--- src/rtl/scan_decoder_pkg.sv ---
// scan_decoder_pkg: operating-mode encoding and the shared one-hot helper
// used by the scan_decoder block and its decoder sub-module.
package scan_decoder_pkg;

    // Largest select width the helper supports (64 outputs).
    localparam int unsigned MAX_SEL_W = 32'd6;
    localparam int unsigned MAX_N     = 32'd64;

    // Operating modes as seen on the 2-bit mode input.
    typedef enum logic [1:0] {
        MODE_DIRECT = 2'b00,
        MODE_PULSE  = 2'b01,
        MODE_SCAN   = 2'b10,
        MODE_RSVD   = 2'b11
    } mode_e;

    // One-hot encode a select index. sel_w is the select width of the
    // caller; bits at or above 2^sel_w are masked so a caller truncating
    // the result to its own output count never sees stray bits.
    function automatic logic [MAX_N-1:0] onehot(
        input logic [MAX_SEL_W-1:0] sel,
        input int unsigned          sel_w
    );
        logic [MAX_N-1:0] res_v;
        logic [MAX_N-1:0] mask_v;
        res_v  = {{(MAX_N-1){1'b0}}, 1'b1} << sel;
        mask_v = ~({MAX_N{1'b1}} << (32'd1 << sel_w));
        return res_v & mask_v;
    endfunction

endpackage

--- src/rtl/scan_decoder_onehot_dec.sv ---
// onehot_dec: purely combinational SEL_W -> 2^SEL_W one-hot decoder with no
// enable. Gating and registering are done by the instantiating block.
module onehot_dec
    import scan_decoder_pkg::*;
#(
    parameter int unsigned SEL_W = 32'd2
) (
    input  logic [SEL_W-1:0]         sel,
    output logic [(1 << SEL_W)-1:0]  y
);

    localparam int unsigned N = 32'd1 << SEL_W;

    logic [MAX_SEL_W-1:0] sel_ext_s;

    assign sel_ext_s = MAX_SEL_W'(sel);
    assign y         = N'(onehot(sel_ext_s, SEL_W));

endmodule

--- src/rtl/scan_decoder.sv ---
// scan_decoder: registered binary-to-one-hot decoder with enable and three
// modes (direct decode, single-cycle strobe, self-timed scan with a
// programmable dwell). All outputs come straight from flops.
module scan_decoder
    import scan_decoder_pkg::*;
#(
    parameter int unsigned SEL_W   = 32'd2,
    parameter int unsigned DWELL_W = 32'd8
) (
    input  logic                     clk,
    input  logic                     rst,
    input  logic                     en,
    input  logic [1:0]               mode,
    input  logic [SEL_W-1:0]         sel,
    input  logic                     load,
    input  logic [DWELL_W-1:0]       dwell,
    output logic [(1 << SEL_W)-1:0]  y,
    output logic [SEL_W-1:0]         idx,
    output logic                     wrap
);

    localparam int unsigned N = 32'd1 << SEL_W;

    // Registered state.
    logic [SEL_W-1:0]   idx_r;
    logic [DWELL_W-1:0] cnt_r;
    mode_e              prev_mode_r;

    // Next-state and decode signals.
    logic               mode_chg_s;
    logic [SEL_W-1:0]   idx_next_s;
    logic [DWELL_W-1:0] cnt_next_s;
    logic               wrap_next_s;
    logic [SEL_W-1:0]   dec_sel_s;
    logic [N-1:0]       dec_y_s;
    logic [N-1:0]       y_next_s;

    // Scan index / dwell counter next state and the index fed to the decoder.
    // In SCAN the decoder sees the index that will be registered this cycle,
    // so y and idx always agree (a preload shows up on y the next cycle).
    always_comb begin
        mode_chg_s  = (mode != prev_mode_r);
        idx_next_s  = idx_r;
        cnt_next_s  = cnt_r;
        wrap_next_s = 1'b0;
        dec_sel_s   = sel;
        case (mode_e'(mode))
            MODE_DIRECT, MODE_PULSE: begin
                if (mode_chg_s) begin
                    cnt_next_s = {DWELL_W{1'b0}};
                end else begin
                    cnt_next_s = cnt_r;
                end
            end
            MODE_SCAN: begin
                if (load) begin
                    // Preload wins over a due advance and never reports wrap.
                    idx_next_s = sel;
                    cnt_next_s = {DWELL_W{1'b0}};
                end else if (mode_chg_s) begin
                    // Entering SCAN starts a fresh, full dwell on the held idx.
                    cnt_next_s = {DWELL_W{1'b0}};
                end else if (cnt_r >= dwell) begin
                    // >= so that lowering dwell below the count advances at once.
                    idx_next_s  = idx_r + SEL_W'(1'b1);
                    cnt_next_s  = {DWELL_W{1'b0}};
                    wrap_next_s = &idx_r;
                end else begin
                    cnt_next_s = cnt_r + DWELL_W'(1'b1);
                end
                dec_sel_s = idx_next_s;
            end
            default: begin
                // Reserved mode: everything holds.
                cnt_next_s = cnt_r;
            end
        endcase
    end

    onehot_dec #(
        .SEL_W (SEL_W)
    ) u_dec (
        .sel (dec_sel_s),
        .y   (dec_y_s)
    );

    // Output value for the next cycle according to the current mode.
    always_comb begin
        y_next_s = {N{1'b0}};
        case (mode_e'(mode))
            MODE_DIRECT: y_next_s = dec_y_s;
            MODE_PULSE: begin
                if (load) begin
                    y_next_s = dec_y_s;
                end else begin
                    y_next_s = {N{1'b0}};
                end
            end
            MODE_SCAN:   y_next_s = dec_y_s;
            default:     y_next_s = {N{1'b0}};
        endcase
    end

    // State and output registers; en low blanks outputs and freezes state.
    always_ff @(posedge clk) begin
        if (rst) begin
            idx_r       <= {SEL_W{1'b0}};
            cnt_r       <= {DWELL_W{1'b0}};
            prev_mode_r <= MODE_DIRECT;
            y           <= {N{1'b0}};
            wrap        <= 1'b0;
        end else if (en) begin
            idx_r       <= idx_next_s;
            cnt_r       <= cnt_next_s;
            prev_mode_r <= mode_e'(mode);
            y           <= y_next_s;
            wrap        <= wrap_next_s;
        end else begin
            y    <= {N{1'b0}};
            wrap <= 1'b0;
        end
    end

    assign idx = idx_r;

endmodule
--- config.mk ---
export PLATFORM = sky130hd
export DESIGN_NAME = scan_decoder
export DESIGN_NICKNAME = d
export VERILOG_FILES = /design/src/rtl/scan_decoder_pkg.sv /design/src/rtl/scan_decoder_onehot_dec.sv /design/src/rtl/scan_decoder.sv
export SDC_FILE = /design/constraint.sdc
export NUM_CORES = 1
export LEC_CHECK = 0
export CORE_MARGIN = 10
export CORE_UTILIZATION = 43
export DETAILED_ROUTE_END_ITERATION = 8
export GPL_ROUTABILITY_DRIVEN = 0
export GPL_TIMING_DRIVEN = 0
export HOLD_SLACK_MARGIN = 0.08
export PLACE_DENSITY = 0.7
export SLEW_MARGIN = 25
export SYNTH_ARGS = -nofsm -noshare
export SYNTH_HDL_FRONTEND = slang
export SYNTH_SLANG_ARGS = --single-unit
--- constraint.sdc ---
create_clock -name clk -period 2.75 [get_ports clk]
set_clock_uncertainty 0.05 [all_clocks]
set_input_delay 0.55 -clock clk [delete_from_list [all_inputs] [get_ports clk]]
set_output_delay 0.55 -clock clk [all_outputs]
set_load 0.01 [all_outputs]
==> qor.yml <==
sta:
  max_freq_ghz: 0.394
  tightestPinTransition_ns: 0.608
  finalCritPeriodShare: 0.923
  holdWs_ns: 0.484
  rsz0062_at_grt: "no"
  report.final.slew_viol_count: 0
  min_period_ns: 2.54
  max_slew_margin: 0.593
  setup_viol: 0
  layout_setup_ws_ns: 0.213
  tns_ns: 0
  hold_viol_final: 0
synthesis:
  ys_warn_count: 0
  synthSimpleGateAreaFrac: 0.256
  synthMuxAreaShare: 0.0194
  netlist_instances: 125
  async_flop_share: 0
  synth_xor_area_frac: 0.0594
  synth-edff-count: 0
  synth_adder_area_share: 0.121
  netlist.area_leader.share: 0.330
  synth_common_cells: "17 x dfxtp_1, 13 x inv_1, 12 x nor2_1"
  synth.most_common_cell: "dfxtp_1"
  synthTopCellsByArea: "dfxtp_1 33%, ha_1 12%, inv_1 4.7%, nor2_1 4.4%, nand2_1 4.0%"
  synth_area_um2: 1030
  synth_seq_area_share: 0.330
  syn_avg_cell_area_um2: 8.26
  syn_nets: 151
  synth-compound-area-share: 0.167
  yosysTopAreaCell: "dfxtp_1"
  synth_top_family_by_area: "simple AND/OR/NAND/NOR gates"
  synth_ff_type: "dfxtp_1"
  yosys_register_bits: 17
  ys_types: 33
route:
  vias: 879
  vias_per_cell: 4.91
  antenna_left: 0
  drtPass1Iterations: 4
  totalWireLength_mm: 2.07
  wl_per_cell_um: 11.5
  first_iter_violations: 31
  drc: 0
final_layout:
  final_area_um2: 1310
  area_growth_pct: 27.3
  nets: 178
  drive_above_1_share: 0.0530
  fillers: 225
  final_core_util: 0.583
  antenna_cells: 0
setup_path:
  r2r-start: "cnt_r[0]$_SDFFE_PP0P_"
  worstPathCellList: "clkdlybuf4s50_1, inv_1, ha_1, o21ai_1, a211o_1, o21ba_2, or4_1, a21o_1, a21oi_2"
  r2r_slack_ns: 0.36
  critical_path_class: "input pin to flip-flop"
  worstPathRequired_ns: 2.93
  reg2regPathDepth: 8
  critPathSlowestCell: "or4_1"
  max_stage_delay_ns: 0.48
  startpoint_type: "input pin"
  crit_arrival_ns: 2.72
  cp_top_family: "compound AO/OA/AOI/OAI gates"
  path_max_fanout: 6
  timing.rr.end: "y[0]$_SDFF_PP0_"
  crit_buf_inv: 2
  end_kind: "flip-flop"
min_path:
  hold_depth: 2
  min_to: "cnt_r[7]$_SDFFE_PP0P_"
  holdCritPathClass: "flip-flop to flip-flop"
  hold_path_startpoint: "cnt_r[7]$_SDFFE_PP0P_"
floorplan:
  num_rows: 17
  initial_utilization: 0.458
  die_w_um: 69.0
  io_pins: 23
  die_area_um2: 4760
  core_um2: 2250
  dieHeight_um: 69.0
power_and_ir_drop:
  swShare: 0.242
  peakVddDrop_mv: 0.335
  power_frac_comb: 0.165
  intPower_mw: 0.347
  sequentialPowerShare: 0.554
  switchingPower_mw: 0.111
  clockPowerShare: 0.281
  p_leak_nw: 0.509
  power.density_nw_per_um2: 348
clock_tree:
  cts.root.buffer_cell: "clkbuf_4"
  postCtsSetupBuffers: 0
  cts_tree: "done"
  cts_num_sinks: 17
  ctsResizeCount: 0
  hold_buffers: 0
  clock_latency_ns: 0.29
  htreeDepth: 1
  numCtsBuffers: 3
  clk_path_buf_depth: 2
  clk_pin_slew_worst_paths_ns: 0.10
global_routing:
  grt_pass1_vias: 860
  groute.usage.overall: 0.0979
  overflow: 0
  antenna_found_initial: 0
  grt_pass1_wl_mm: 3.66
  grt_max_degree: 10
job:
  maxCapViolations: 0
run_status:
  status: "finished clean"
placement:
  placed_area_um2: 1290
  io_buffers: 22
  dp_hpwl_mm: 1.71
  place_ws_ns: -0.0841
power groups by stage:
stage | logic [mW] | registers (mW) | clock network (mW)
floorplan | 0.0366 | 0.260 | 0
global placement | 0.0744 | 0.259 | 0
detailed placement | 0.0755 | 0.259 | 0
CTS | 0.0762 | 0.254 | 0.133
global route | 0.0857 | 0.254 | 0.148
finish | 0.0754 | 0.254 | 0.129
routing by layer:
layer | wire length [um] | GRT usage | vias up
met3 | 127 | 0.0403 | 2
li1 | - | - | 487
met2 | 927 | 0.156 | 15
met4 | 10 | 0.0246 | 0
met1 | 999 | 0.119 | 375
met5 | 0 | 0 | -
stage by stage:
step | total power, mW | instances
floorplan | 0.296 | 125
global placement | 0.333 | 175
detailed placement | 0.335 | 175
CTS | 0.463 | 179
global route | 0.488 | 179
finish | 0.458 | 179
flip-flops by register name (all words and copies together) (netlist names):
name	count
y	4
idx	2
cnt_r	8
wrap	1
prev_mode_r	2
how the worst max path moves through the flow:
| stage | startpoint | to | slack [ns] | cells past startpoint |
|---|---|---|---|---|
| after global routing | dwell[0] | y[0]$_SDFF_PP0_ | 0.04 | 8 |
| after CTS | dwell[2] | y[3]$_SDFF_PP0_ | 0.20 | 9 |
| after floorplan | dwell[2] | idx[0]$_SDFFE_PP0P_ | 0.49 | 8 |
| after detailed placement | dwell[2] | idx[0]$_SDFFE_PP0P_ | -0.08 | 9 |
| final | dwell[2] | idx[0]$_SDFFE_PP0P_ | 0.21 | 9 |
| after global placement | dwell[2] | idx[0]$_SDFFE_PP0P_ | -0.07 | 9 |
cell families after synthesis:
kind of cell	count (synthesis)
AOI/OAI and AO/OA	26
xor gates and xnor gates	7
adders and majority gates	10
buffers and inverters	13
DFF	17
muxes	2
and+or+nand+nor	50
tightest hold or removal path, cell delays in order, from the launching register on:
cell     delay (ns)
dfxtp_1        0.36
xnor2_1        0.08
nor2_1         0.07
final cells by class:
| type | count | area, um2 | area share |
|---|---|---|---|
| inverters | 13 | 48.8 | 0.0371 |
| flip-flops and latches | 17 | 340 | 0.259 |
| multi-input cells | 95 | 643 | 0.490 |
| clock buffers | 4 | 26.3 | 0.0200 |
| repair buffers | 22 | 220 | 0.168 |
| well taps | 28 | 35.0 | 0.0267 |
cell usage in the layout (no fill, tap or decap), types with 2 or more instances in the layout:
| master | n |
|---|---|
| nor2_1 | 12 |
| clkdlybuf4s50_1 | 22 |
| clkbuf_4 | 3 |
| xnor2_1 | 3 |
| nand4_1 | 4 |
| nand2b_1 | 2 |
| xor2_1 | 4 |
| nor3b_1 | 3 |
| nor2b_1 | 2 |
| nand3b_1 | 2 |
| nand2_1 | 11 |
| nor3_1 | 3 |
| dfxtp_1 | 17 |
| nand3_1 | 4 |
| ha_1 | 10 |
| o21bai_1 | 2 |
| a21oi_1 | 8 |
| mux2i_1 | 2 |
| inv_1 | 13 |
| or4_1 | 2 |
| o21ai_0 | 7 |
No activity file was read; power rests on OpenSTA's default activity.
